`src/rtl/pc_pkg.sv`:
```
// Shared definitions for the next-PC generator.
// Branch encodings, FSM states and the default boot address.
package pc_pkg;

  localparam logic [2:0] BR_NONE = 3'b000;
  localparam logic [2:0] BR_JAL  = 3'b001;
  localparam logic [2:0] BR_JALR = 3'b010;
  localparam logic [2:0] BR_BEQ  = 3'b100;
  localparam logic [2:0] BR_BNE  = 3'b101;
  localparam logic [2:0] BR_BLT  = 3'b110;
  localparam logic [2:0] BR_BGE  = 3'b111;

  typedef enum logic [1:0] {
    ST_BOOT = 2'd0,
    ST_RUN  = 2'd1,
    ST_HALT = 2'd2
  } state_t;

  localparam logic [31:0] DEF_RESET_PC = 32'h8000_0000;

endpackage

```
`src/rtl/pc_gen_br_resolve.sv`:
```
// Combinational branch/jump resolution for the EXU result.
// Produces the taken flag, the target and its alignment status.
module br_resolve
  import pc_pkg::*;
#(
  parameter int XLEN       = 32,
  parameter int INST_BYTES = 4
) (
  input  logic            ex_valid,
  input  logic [2:0]      ex_branch,
  input  logic            ex_zero,
  input  logic            ex_less,
  input  logic [XLEN-1:0] ex_pc,
  input  logic [XLEN-1:0] ex_imm,
  input  logic [XLEN-1:0] ex_rs1,
  output logic            taken,
  output logic [XLEN-1:0] target,
  output logic            misaligned
);

  logic cond;
  logic [XLEN-1:0] jalr_sum;

  always_comb begin
    cond = 1'b0;
    unique case (ex_branch)
      BR_JAL:  cond = 1'b1;
      BR_JALR: cond = 1'b1;
      BR_BEQ:  cond = ex_zero;
      BR_BNE:  cond = ~ex_zero;
      BR_BLT:  cond = ex_less;
      BR_BGE:  cond = ~ex_less;
      default: cond = 1'b0;
    endcase
  end

  assign taken = ex_valid & cond;

  assign jalr_sum = ex_rs1 + ex_imm;

  always_comb begin
    target = ex_pc + ex_imm;
    if (ex_branch == BR_JALR)
      target = {jalr_sum[XLEN-1:1], 1'b0};
  end

  assign misaligned =
    (target % XLEN'(INST_BYTES)) != '0;

endmodule

```
`src/rtl/pc_gen.sv`:
```
// Registered next-PC generator with IFU handshake,
// prioritised redirects, ebreak halt and redirect counter.
module pc_gen
  import pc_pkg::*;
#(
  parameter int              XLEN       = 32,
  parameter logic [XLEN-1:0] RESET_PC   = DEF_RESET_PC,
  parameter int              INST_BYTES = 4,
  parameter int              CNT_W      = 32
) (
  input  logic             clk,
  input  logic             rst,
  input  logic             ex_valid,
  input  logic [2:0]       ex_branch,
  input  logic             ex_zero,
  input  logic             ex_less,
  input  logic [XLEN-1:0]  ex_pc,
  input  logic [XLEN-1:0]  ex_imm,
  input  logic [XLEN-1:0]  ex_rs1,
  input  logic             csr_redirect,
  input  logic [XLEN-1:0]  csr_target,
  input  logic             halt,
  input  logic             if_ready,
  output logic             if_valid,
  output logic [XLEN-1:0]  if_pc,
  output logic             flush,
  output logic             misalign,
  output logic [CNT_W-1:0] taken_cnt
);

  state_t state, state_n;

  logic            taken;
  logic            misaligned;
  logic [XLEN-1:0] target;

  br_resolve #(
    .XLEN       (XLEN),
    .INST_BYTES (INST_BYTES)
  ) u_br (
    .ex_valid   (ex_valid),
    .ex_branch  (ex_branch),
    .ex_zero    (ex_zero),
    .ex_less    (ex_less),
    .ex_pc      (ex_pc),
    .ex_imm     (ex_imm),
    .ex_rs1     (ex_rs1),
    .taken      (taken),
    .target     (target),
    .misaligned (misaligned)
  );

  logic run;
  logic do_csr;
  logic do_br;
  logic do_mis;

  assign run      = (state == ST_RUN);
  assign if_valid = run;

  assign do_csr = run & csr_redirect;
  assign do_br  = run & ~csr_redirect
                & taken & ~misaligned;
  assign do_mis = run & ~csr_redirect
                & taken & misaligned;

  always_comb begin
    state_n = state;
    unique case (state)
      ST_BOOT: state_n = ST_RUN;
      ST_RUN:  if (halt) state_n = ST_HALT;
      ST_HALT: state_n = ST_HALT;
      default: state_n = ST_BOOT;
    endcase
  end

  logic [XLEN-1:0] pc_n;

  // A redirect replaces any pending offer, even if not accepted.
  always_comb begin
    pc_n = if_pc;
    if (do_csr)
      pc_n = csr_target;
    else if (do_br)
      pc_n = target;
    else if (run && if_ready)
      pc_n = if_pc + XLEN'(INST_BYTES);
  end

  always_ff @(posedge clk) begin
    if (rst) begin
      state     <= ST_BOOT;
      if_pc     <= RESET_PC;
      flush     <= 1'b0;
      misalign  <= 1'b0;
      taken_cnt <= '0;
    end else begin
      state     <= state_n;
      if_pc     <= pc_n;
      flush     <= do_csr | do_br;
      misalign  <= do_mis;
      if (do_csr || do_br)
        taken_cnt <= taken_cnt + CNT_W'(1);
    end
  end

endmodule

```
`config.mk`:
```
export PLATFORM = sky130hd
export DESIGN_NAME = pc_gen
export DESIGN_NICKNAME = d
export VERILOG_FILES = /design/src/rtl/pc_pkg.sv /design/src/rtl/pc_gen_br_resolve.sv /design/src/rtl/pc_gen.sv
export SDC_FILE = /design/constraint.sdc
export NUM_CORES = 1
export LEC_CHECK = 0
export BUFFER_PORTS_ARGS = -buffer_cell sky130_fd_sc_hd__buf_2
export CELL_PAD_IN_SITES_DETAIL_PLACEMENT = 2
export CELL_PAD_IN_SITES_GLOBAL_PLACEMENT = 2
export CORE_ASPECT_RATIO = 0.6
export CORE_MARGIN = 2
export CORE_UTILIZATION = 26
export DETAILED_ROUTE_END_ITERATION = 12
export GPL_TIMING_DRIVEN = 0
export PLACE_DENSITY_LB_ADDON = 0.1
export SETUP_SLACK_MARGIN = 0.3
export SYNTH_ARGS = -nofsm -noshare
export SYNTH_HDL_FRONTEND = slang
export SYNTH_SLANG_ARGS = --single-unit
export TNS_END_PERCENT = 1
```
`constraint.sdc`:
```
create_clock -name clk -period 3.6 [get_ports clk]
set_clock_uncertainty 0.15 [all_clocks]
set_input_delay 0.72 -clock clk [delete_from_list [all_inputs] [get_ports clk]]
set_output_delay 0.72 -clock clk [all_outputs]
set_load 0.02 [all_outputs]
```
==> metrics.csv, run 1 <==
stage;metric;value;unit
run_status;status;complete, no violations;
synth;Post-synth ARST share;0;%
global_routing;pin count of the biggest net entering global routing;11;
critical_path;Worst Path Arrival;3.40;ns
synth;Main synth FF type;dfxtp_1;
cts;Worst-Skew Late Latency;0.34;ns
synth;Post-Syn Instances;977;
drt;WL/cell;21.86;µm
synth;Yosys top cell by area;dfxtp_1;
cts;clk slew on worst S/H paths;0.06;ns
timing;Worst slew margin;40.11;%
power;P per Cell Area;381.9;nW/µm²
global_routing;GR peak layer;met2;
synth;synth unique cells;56;
cts;CTS H-Tree Depth;3;
timing;Max Freq;297.8;MHz
job;max_cap viols;0;
synth;top cells by area, synth;dfxtp_1 19%, ha_1 11%, a21oi_1 6.6%;
cts;clock buffer depth;2;
cts;CTS buffer count;9;
synth;yosys warns;0;
finish;FILL cells;3222;
global_routing;initial antenna violation count;3;
synth;Post-synth EDFFs;0;
timing;Final Hold Fails;0;
worst_hold_path;Min-Delay Path Class;reg2reg;
drt;WL final;34350;µm
synth;Synthesized Nets;1183;
placement;# port buffers;205;
synth;Avg Cell Area, Syn;7.249;µm²
drt;Post-DRT Antenna Nets;0;
global_routing;GR Overflow Total;0;
die;Die Ht;131.8;µm
global_routing;GRT Total Usage;23.63;%
critical_path;CP top delay family;simple AND/OR/NAND/NOR gates;
cts;CTS tree;built;
die;die width;217.1;µm
synth;FF+latch count, synth;68;
timing;min Tclk post-route;3.358;ns
cts;clock sink count;68;
drt;DRC violation count after routing;0;
synth;Post-synth top cells;112 x nand2_1, 94 x a21oi_1, 93 x nor2_1;
global_routing;grt met3 use;4.706;%
die;site row count;46;
finish;Layout area overhead;29.17;%
critical_path;slowest stage cell, crit path;fa_1;
critical_path;startpoint types;input port;
placement;HPWL Detailed;28340;µm
placement;GPL Wtd Cong;0.8480;
drt;DRT iter0 DRCs;430;
die;Core Area;26590;µm²
drt;Initial DRT Pass Iterations;5;
critical_path;Largest stage delay, worst path;0.46;ns
critical_path;WS Path Type;in2reg;
timing;final setup fails;0;
drt;total number of vias;8403;
global_routing;vias in the first global route;8725;
critical_path;CP Buf/Inv Count;4;
timing;RSZ-0062 raised after global routing;true;
critical_path;Max Fanout on Critical Path;8;
synth;most common cell in the synthesized netlist;nand2_1;
synth;sequential-to-total area share from yosys stat;19.22;%
finish;share of cells above drive strength 1;22.64;%
global_routing;M1 GR Usage;35.30;%
global_routing;global-route wire length before repair;52300;µm
critical_path;Worst Path Required;3.64;ns
power;Power Total;3.493;mW
die;Initial Utilization;26.63;%
critical_path;Critical Path Sink Type;flip-flop;
finish;NumNets Final;1412;
synth;Yosys top cell area share;19.22;%
critical_path;most frequent CP cell;buf_6;
timing;Final Max Slew Viols;0;
cts;Root Driver;clkbuf_16;
timing;crit share post-route;93.27;%
die;Top Ports;206;
global_routing;M2 GR Usage;35.85;%
die;die area;28620;µm²
power;VDD IR max;205.6;µV
synth;Post-Syn Area;7082;µm²
critical_path;critical path cell sequence;buf_8 > ha_4 > fa_1 > nor2_2 > mux2i_2 > a2111oi_4 > buf_6 > o2111ai_4 > or2_1 > buf_6 > nor4_4 > buf_6 > nand4_1 > xor2_1 > nor2_1;
drt;Vias per Instance;5.349;
timing;worst hold slack;0.3356;ns
power;P_leak;4.042;nW
timing;Slew @ Worst Pin;0.8984;ns
[routing by layer]
metal	up-vias	wire, µm
li1	4052	-
met1	4151	17780
met2	180	14610
met3	16	1742
met4	4	181
met5	-	34
[sequential cells by signal (all words and copies together), names as in the netlist]
signal     flops
flush          1
if_pc         32
state          2
misalign       1
taken_cnt     32
[worst reg2reg max path: stages (launching register included)]
cell and delay, ns:
dfxtp_1 0.31, inv_1 0.08, ha_1 0.35, nand2b_1 0.17, a2111oi_4 0.35, buf_6 0.18, o2111ai_4 0.16, or2_1 0.25
buf_6 0.13, nor4_4 0.27, buf_6 0.18, nand4_1 0.12, xor2_1 0.16, nor2_1 0.06
[cells in the final DEF, fill, tap and decap left out, drive strengths merged, types with 9 or more instances in the layout]
| master | netlist | layout |
|---|---|---|
| buf | 2 | 220 |
| nand2 | 112 | 112 |
| a21oi | 94 | 94 |
| nor2 | 93 | 93 |
| o21ai | 80 | 80 |
| dfxtp | 68 | 68 |
| ha | 65 | 65 |
| xor2 | 53 | 53 |
| xnor2 | 44 | 44 |
| clkbuf | 30 | 43 |
| nand3 | 35 | 35 |
| a21o | 33 | 33 |
| inv | 28 | 28 |
| nand4 | 22 | 22 |
| nor3 | 22 | 22 |
| a211oi | 21 | 21 |
| and3 | 17 | 17 |
| o221ai | 16 | 16 |
| o211ai | 12 | 12 |
| and2 | 12 | 12 |
| nor4 | 11 | 11 |
| a31oi | 11 | 11 |
| o21bai | 9 | 9 |
[path summary, 6_finish.rpt]
kind,start,end,slack (ns),depth (start not counted)
max,ex_imm[0],taken_cnt[23],0.24,15
min,if_pc[1],if_pc[1],0.34,2
max reg2reg,state[1],taken_cnt[23],0.55,13
min reg2reg,if_pc[1],if_pc[1],0.34,2
[layout make-up]
| cell class | instances | area (µm²) | area share, % |
|---|---|---|---|
| antenna | 1 | 2.502 | 0.02736 |
| multi-input combinational | 849 | 5655 | 61.82 |
| clock inverter | 2 | 35.03 | 0.3830 |
| tap | 360 | 450.4 | 4.924 |
| buffer | 32 | 140.1 | 1.532 |
| inverter | 28 | 105.1 | 1.149 |
| sequential | 68 | 1361 | 14.88 |
| timing repair buffer | 218 | 1147 | 12.54 |
| clock buffer | 13 | 250.2 | 2.736 |
[what timing repair did]
item	4_1_cts	5_1_grt
pin swaps	12	6
endpoints found under the setup margin	61	57
buffers inserted	13	0
hold buffers	0	0
resized for setup	36	21
[power by group]
| group | internal, mW | total [mW] | switching (mW) |
|---|---|---|---|
| Combinational | 0.585 | 1.64 | 1.06 |
| Clock | 0.552 | 0.893 | 0.342 |
| Sequential | 0.839 | 0.960 | 0.121 |
[per-stage QoR]
step                setup slack, ns  instance area, µm²  util, %  instances  setup TNS (ns)
global route                 0.1132                9148    34.40       1571               0
CTS                         0.09564                9076    34.13       1570               0
global placement            -0.9937                8566    32.21       1542          -30.48
detailed placement           -1.068                8571    32.23       1542          -36.95
floorplan                    0.2673                7089        -        977               0
finish                       0.2422                9148    34.40       1571               0
[kinds of logic after synthesis]
family / count (synthesis) / share of synthesized area, %
XOR/XNOR: 97 / 12.00
adder cells (fa/ha/maj): 67 / 12.05
AND/OR/NAND/NOR: 360 / 24.24
AO/OA/AOI/OAI: 318 / 28.30
flip-flops: 68 / 19.22
multiplexers: 7 / 0.9894
buffers and inverters: 60 / 3.198
Note: power is estimated with default switching activity, not from simulation.
==> run 2: changes to the inputs <==
==> constraint.sdc (replaced) <==
create_clock -name clk -period 2.7 [get_ports clk]
set_clock_uncertainty 0.15 [all_clocks]
set_input_delay 0.54 -clock clk [delete_from_list [all_inputs] [get_ports clk]]
set_output_delay 0.54 -clock clk [all_outputs]
set_load 0.02 [all_outputs]
==> metrics.csv, run 2 (synthesized netlist as in run 1, its figures left out) <==
stage;metric;value;unit;change
run_status;status;complete, but fails checks;;was complete, no violations
run_status;failing checks;negative setup slack;;
global_routing;initial antenna violation count;5;;was 3
finish;biggest registers after layout;if_pc: 32 flops, taken_cnt: 32 flops, state: 2 flops;;unchanged
cts;CTS H-Tree Depth;3;;unchanged
critical_path;Critical Path Sink Type;flip-flop;;unchanged
drt;total number of vias;8339;;was 8,403
cts;Root Driver;clkbuf_16;;unchanged
global_routing;global-route wire length before repair;53140;µm;was 52,300 µm
drt;Post-DRT Antenna Nets;0;;unchanged
cts;CTS tree;built;;unchanged
power;Internal Power;2.740;mW;was 1.975 mW
timing;RSZ-0062 raised after global routing;true;;unchanged
drt;Vias per Instance;5.285;;was 5.349
die;Top Ports;206;;unchanged
global_routing;GR Overflow Total;0;;unchanged
die;die area;28620;µm²;unchanged
placement;HPWL Detailed;28130;µm;was 28,340 µm
die;die width;217.1;µm;unchanged
timing;Worst slew margin;46.42;%;was 40.11%
critical_path;WS Path Type;in2reg;;unchanged
placement;Post-DP Area;8600;µm²;was 8571 µm²
job;max_cap viols;0;;unchanged
timing;Final Max Slew Viols;0;;unchanged
power;switching share of power;43.46;%;was 43.45%
global_routing;GR peak layer;met1;;was met2
die;Die Ht;131.8;µm;unchanged
placement;# port buffers;205;;unchanged
finish;Final Instance Count excl. Fillers;1578;;was 1,571
timing;Max Freq;333.5;MHz;
finish;NumNets Final;1415;;was 1,412
finish;Layout area overhead;35.39;%;was 29.17%
drt;Initial DRT Pass Iterations;4;;was 5
timing;post-route setup slack;-0.2982;ns;was 0.2422 ns
cts;Worst-Skew Late Latency;0.34;ns;about the same
cts;clock sink count;68;;unchanged
finish;most common cell after layout, fill and taps aside;buf_2;;unchanged
power;Gate power share;47.9;%;was 47.0%
drt;DRC violation count after routing;0;;unchanged
timing;setup TNS;-9.460;ns;was 0 ns
drt;DRT iter0 DRCs;405;;was 430
drt;WL final;34580;µm;was 34,350 µm
power;Power Total;4.846;mW;was 3.493 mW
cts;clock buffer depth;2;;unchanged
die;Core Area;26590;µm²;unchanged
timing;Final Hold Fails;0;;unchanged
worst_hold_path;Min-Delay Path Class;in2reg;;was reg2reg
cts;hold_buf cts;0;;unchanged
critical_path;startpoint types;input port;;unchanged
power;VDD IR max;303.5;µV;was 205.6 µV
power;Switch Pwr;2.106;mW;was 1.518 mW
timing;min Tclk post-route;2.998;ns;
finish;post-route cell area;9588;µm²;was 9148 µm²
global_routing;grt met3 use;3.345;%;was 4.706%
die;site row count;46;;unchanged
timing;crit share post-route;111.0;%;
placement;GPL Wtd Cong;0.8471;;was 0.8480
global_routing;GRT Total Usage;24.03;%;was 23.63%
power;P_leak;4.194;nW;was 4.042 nW
timing;Slew @ Worst Pin;0.8001;ns;was 0.8984 ns
cts;clk slew on worst S/H paths;0.06;ns;about the same
global_routing;pin count of the biggest net entering global routing;12;;was 11
finish;Core Util, Final;36.06;%;was 34.40%
cts;CTS buffer count;9;;unchanged
finish;commonest cells after routing, fill and taps aside;204 x buf_2, 109 x nand2_1, 87 x a21oi_1, 85 x nor2_1, 68 x dfxtp_1;;was 203 x buf_2, 111 x nand2_1, 90 x a21oi_1, 89 x nor2_1, 74 x o21ai_0
critical_path;Worst Path Required;2.78;ns;was 3.64 ns
critical_path;Max Fanout on Critical Path;3;;was 8
global_routing;vias in the first global route;8867;;was 8,725
timing;final setup fails;51;;was 0
drt;WL/cell;21.92;µm;was 21.86 µm
critical_path;Worst Path Arrival;3.08;ns;was 3.40 ns
global_routing;M1 GR Usage;36.38;%;was 35.30%
global_routing;M2 GR Usage;36.28;%;was 35.85%
power;Clock Power Share;25.8;%;was 25.6%
finish;share of cells above drive strength 1;27.27;%;was 22.64%
die;Initial Utilization;26.63;%;unchanged
power;P per Cell Area;505.4;nW/µm²;was 381.9 nW/µm²
power;sequential group share of total power;26.3;%;was 27.5%
placement;dpl cells;1542;;unchanged
## run 2: cell count changes in the layout (fill, tap and decap cells not counted), sizes merged
cell	change
buf	+9
clkbuf	-7
clkinv	+1
clkinvlp	+1
diode	+3
## run 2: layer usage
metal / share of wire [%] / wire length [µm]
met1: 52 / 18040
met2: 42 / 14640
met3: 4.5 / 1570
met4: 0.96 / 333
met5: 0 / 0
## run 2: area by class of cell
| type | instances | area (µm²) |
|---|---|---|
| fill | 3197 | 17000 |
| buffer | 32 | 231.5 |
| multi-input combinational | 849 | 5956 |
| timing repair buffer | 221 | 1170 |
| clock buffer | 12 | 256.5 |
| inverter | 28 | 105.1 |
| clock inverter | 4 | 47.55 |
| tap | 360 | 450.4 |
| sequential | 68 | 1361 |
| antenna | 4 | 10.01 |
## run 2: stage by stage
stage	worst slack [ns]	hold WS, ns
6_report	-0.2982	0.3026
5_1_grt	-0.4368	0.2971
4_1_cts	-0.4779	0.2897
3_5_place_dp	-1.719	0.3142
3_3_place_gp	-1.734	0.3088
2_1_floorplan	-0.4225	0.3104
## run 2: final timing paths
path | start | endpoint | slack [ns] | cells past startpoint
max | ex_imm[0] | if_pc[24] | -0.30 | 12
min | csr_target[1] | if_pc[1] | 0.30 | 3
max reg2reg | state[1] | taken_cnt[23] | -0.08 | 13
min reg2reg | if_pc[0] | if_pc[0] | 0.32 | 2
## run 2: critical path, cell delays in order
cell,delay [ns]
buf_8,0.11
ha_4,0.15
fa_2,0.38
a211oi_4,0.31
o21ai_2,0.13
a41oi_4,0.29
nand2_1,0.24
a2111oi_4,0.36
nand2b_1,0.18
xnor2_1,0.08
o221ai_1,0.21
nand2_1,0.08
## run 2: power groups by stage
stage / Sequential [mW] / Combinational, mW / Clock [mW]
floorplan: 1.37 / 1.19 / 0
global placement: 1.29 / 2.04 / 0
detailed placement: 1.29 / 2.08 / 0
CTS: 1.27 / 2.21 / 1.28
global route: 1.29 / 2.53 / 1.33
finish: 1.27 / 2.32 / 1.25
## run 2: repair_timing
action | in CTS | in global routing
buffers inserted | 12 | 4
gates resized for setup | 87 | 66
setup endpoints to repair | 65 | 63
pin swaps | 18 | 16
==> run 3: changes to the inputs <==
--- a/config.mk
+++ b/config.mk
@@ -10,7 +10,8 @@
 export CELL_PAD_IN_SITES_GLOBAL_PLACEMENT = 2
 export CORE_ASPECT_RATIO = 0.6
 export CORE_MARGIN = 2
-export CORE_UTILIZATION = 26
+export CORE_UTILIZATION = 27
+export CTS_BUF_LIST = sky130_fd_sc_hd__clkbuf_8
 export DETAILED_ROUTE_END_ITERATION = 12
 export GPL_TIMING_DRIVEN = 0
 export PLACE_DENSITY_LB_ADDON = 0.1
==> metrics.csv, run 3 (synthesized netlist as in run 1, its figures left out) <==
stage;metric;value;unit;change
finish;commonest cells after routing, fill and taps aside;203 x buf_2, 107 x nand2_1, 86 x a21oi_1, 84 x nor2_1, 68 x dfxtp_1;;was 204 x buf_2, 109 x nand2_1, 87 x a21oi_1, 85 x nor2_1, 68 x dfxtp_1
power;Gate power share;50.7;%;was 47.9%
cts;hold_buf cts;0;;unchanged
global_routing;GR Overflow Total;0;;unchanged
placement;HPWL Detailed;28220;µm;was 28,130 µm
run_status;status;complete, but fails checks;;unchanged
drt;Vias per Instance;5.406;;was 5.285
timing;RSZ-0062 raised after global routing;true;;unchanged
worst_hold_path;Min-Delay Path Class;in2reg;;unchanged
finish;share of cells above drive strength 1;26.58;%;was 27.27%
global_routing;initial antenna violation count;3;;was 5
die;site row count;45;;was 46
die;die width;213.1;µm;was 217.1 µm
finish;FILL cells;3021;;was 3,197
global_routing;pin count of the biggest net entering global routing;14;;was 12
critical_path;Worst Path Arrival;3.13;ns;was 3.08 ns
finish;Layout area overhead;33.45;%;was 35.39%
critical_path;worst r2r path cells;12;;was 13
power;switching share of power;45.30;%;was 43.46%
drt;Initial DRT Pass Iterations;4;;unchanged
drt;WL/cell;22.12;µm;was 21.92 µm
power;VDD IR max;215.0;µV;was 303.5 µV
critical_path;WS Path Type;in2reg;;unchanged
timing;Max Freq;328.5;MHz;was 333.5 MHz
run_status;failing checks;negative setup slack;;unchanged
drt;WL final;34730;µm;was 34,580 µm
critical_path;Critical Path Sink Type;flip-flop;;unchanged
cts;CTS buffer count;9;;unchanged
critical_path;Worst Path Required;2.79;ns;was 2.78 ns
power;Clock Power Share;21.6;%;was 25.8%
finish;sequential cell area;1361;µm²;unchanged
cts;clock buffer depth;2;;unchanged
placement;Post-DP Area;8589;µm²;was 8600 µm²
die;Initial Utilization;27.77;%;was 26.63%
finish;biggest registers after layout;if_pc: 32 flops, taken_cnt: 32 flops, state: 2 flops;;unchanged
critical_path;startpoint types;input port;;unchanged
die;Core Area;25510;µm²;was 26,590 µm²
worst_hold_path;hold endpoint;if_pc[0];;was if_pc[1]
finish;Final Instance Count excl. Fillers;1570;;was 1,578
placement;# port buffers;205;;unchanged
global_routing;vias in the first global route;8791;;was 8,867
cts;CTS H-Tree Depth;3;;unchanged
power;P per Cell Area;488.1;nW/µm²;was 505.4 nW/µm²
timing;final setup fails;54;;was 51
placement;GPL Wtd Cong;0.8423;;was 0.8471
cts;Root Driver;clkbuf_8;;was clkbuf_16
timing;Worst slew margin;42.26;%;was 46.42%
finish;most common cell after layout, fill and taps aside;buf_2;;unchanged
global_routing;GRT Total Usage;24.80;%;was 24.03%
drt;DRC violation count after routing;0;;unchanged
die;die area;27580;µm²;was 28,620 µm²
power;Internal Power;2.523;mW;was 2.740 mW
cts;CTS tree;built;;unchanged
placement;dpl cells;1534;;was 1,542
drt;DRT iter0 DRCs;434;;was 405
timing;Final Hold Fails;0;;unchanged
power;sequential group share of total power;27.7;%;was 26.3%
finish;post-route cell area;9450;µm²;was 9588 µm²
critical_path;reg2reg start;state[1];;unchanged
drt;total number of vias;8488;;was 8,339
power;P_leak;4.119;nW;was 4.194 nW
die;Top Ports;206;;unchanged
worst_hold_path;Hold Startpoint;csr_target[0];;was csr_target[1]
job;max_cap viols;0;;unchanged
timing;crit share post-route;112.7;%;was 111.0%
critical_path;Max Fanout on Critical Path;4;;was 3
power;Switch Pwr;2.090;mW;was 2.106 mW
finish;NumNets Final;1416;;was 1,415
cts;Worst-Skew Late Latency;0.36;ns;was 0.34 ns
timing;min Tclk post-route;3.044;ns;was 2.998 ns
timing;Slew @ Worst Pin;0.8623;ns;was 0.8001 ns
drt;Post-DRT Antenna Nets;0;;unchanged
worst_hold_path;Worst Hold Path Cells;3;;unchanged
critical_path;worst reg2reg path endpoint;taken_cnt[20];;was taken_cnt[23]
cts;clk slew on worst S/H paths;0.09;ns;was 0.06 ns
timing;setup TNS;-10.35;ns;was -9.460 ns
die;Die Ht;129.5;µm;was 131.8 µm
cts;clock sink count;68;;unchanged
global_routing;global-route wire length before repair;52190;µm;was 53,140 µm
placement;pre-CTS setup slack;-1.702;ns;was -1.719 ns
timing;Final Max Slew Viols;0;;unchanged
timing;post-route setup slack;-0.3437;ns;was -0.2982 ns
critical_path;R2R Setup Slk;-0.26;ns;was -0.08 ns
finish;multi-input logic area;5897;µm²;was 5956 µm²
==> run 3: changes by cell type in the layout (fill, tap and decap cells not counted), sizes merged <==
cell | before | now
inv | 28 | 29
clkinvlp | 1 | 3
bufinv | 1 | 2
clkinv | 2 | 1
buf | 229 | 227
diode | 4 | 3
==> run 3: layer usage <==
metal	part of all wire, %	global-route usage, %	up-vias
met2	43	37.71	160
met1	53	37.81	4246
li1	-	-	4059
met4	0.68	2.921	2
met5	0.032	0	-
met3	3.8	3.320	21
==> run 3: power groups by stage <==
stage	sequential [mW]	clock (mW)	combinational, mW
global route	1.29	1.07	2.54
CTS	1.27	1.02	2.25
floorplan	1.37	0	1.19
global placement	1.29	0	2.03
detailed placement	1.29	0	2.07
finish	1.28	0.997	2.34
==> run 3: metrics by stage <==
stage / util (%) / total power [mW] / hold slack (ns)
final: 37.05 / 4.613 / 0.2893
after global routing: 37.02 / 4.906 / 0.2899
after CTS: 36.39 / 4.537 / 0.2586
after detailed placement: 33.68 / 3.364 / 0.3101
after global placement: 33.66 / 3.321 / 0.3021
after floorplan: - / 2.556 / 0.3104
==> run 3: layout make-up <==
cell class	count	share of cell area, %
diodes	3	0.07944
repair buffers	222	12.46
clock buffers	9	1.311
well taps	352	4.660
clock inverters	7	1.059
inverters	28	1.112
multi-input cells	849	62.40
flip-flops and latches	68	14.40
plain buffers	32	2.516
==> run 3: critical path, cell delays in order <==
cell	delay, ns
buf_8	0.10
ha_4	0.15
fa_2	0.44
nor2_4	0.13
mux2i_2	0.09
a2111oi_4	0.19
buf_4	0.20
o2111ai_4	0.13
or2_1	0.27
buf_6	0.14
buf_4	0.15
nor4_1	0.35
xnor2_1	0.16
nor2_1	0.06
==> run 3: how the worst max path moves through the flow <==
stage / from / end / slack (ns) / depth (start not counted)
final: ex_imm[0] / taken_cnt[20] / -0.34 / 14
after global routing: ex_imm[0] / taken_cnt[31] / -0.47 / 15
after CTS: ex_imm[0] / taken_cnt[23] / -0.49 / 15
after detailed placement: ex_imm[0] / if_pc[15] / -1.70 / 11
after global placement: ex_imm[0] / if_pc[15] / -1.78 / 11
after floorplan: ex_pc[0] / taken_cnt[23] / -0.42 / 12
==> run 3: what timing repair did <==
item | CTS | global route
gates resized for setup | 104 | 37
setup endpoints to repair | 65 | 65
pin swaps | 28 | 14
buffers inserted | 13 | 4
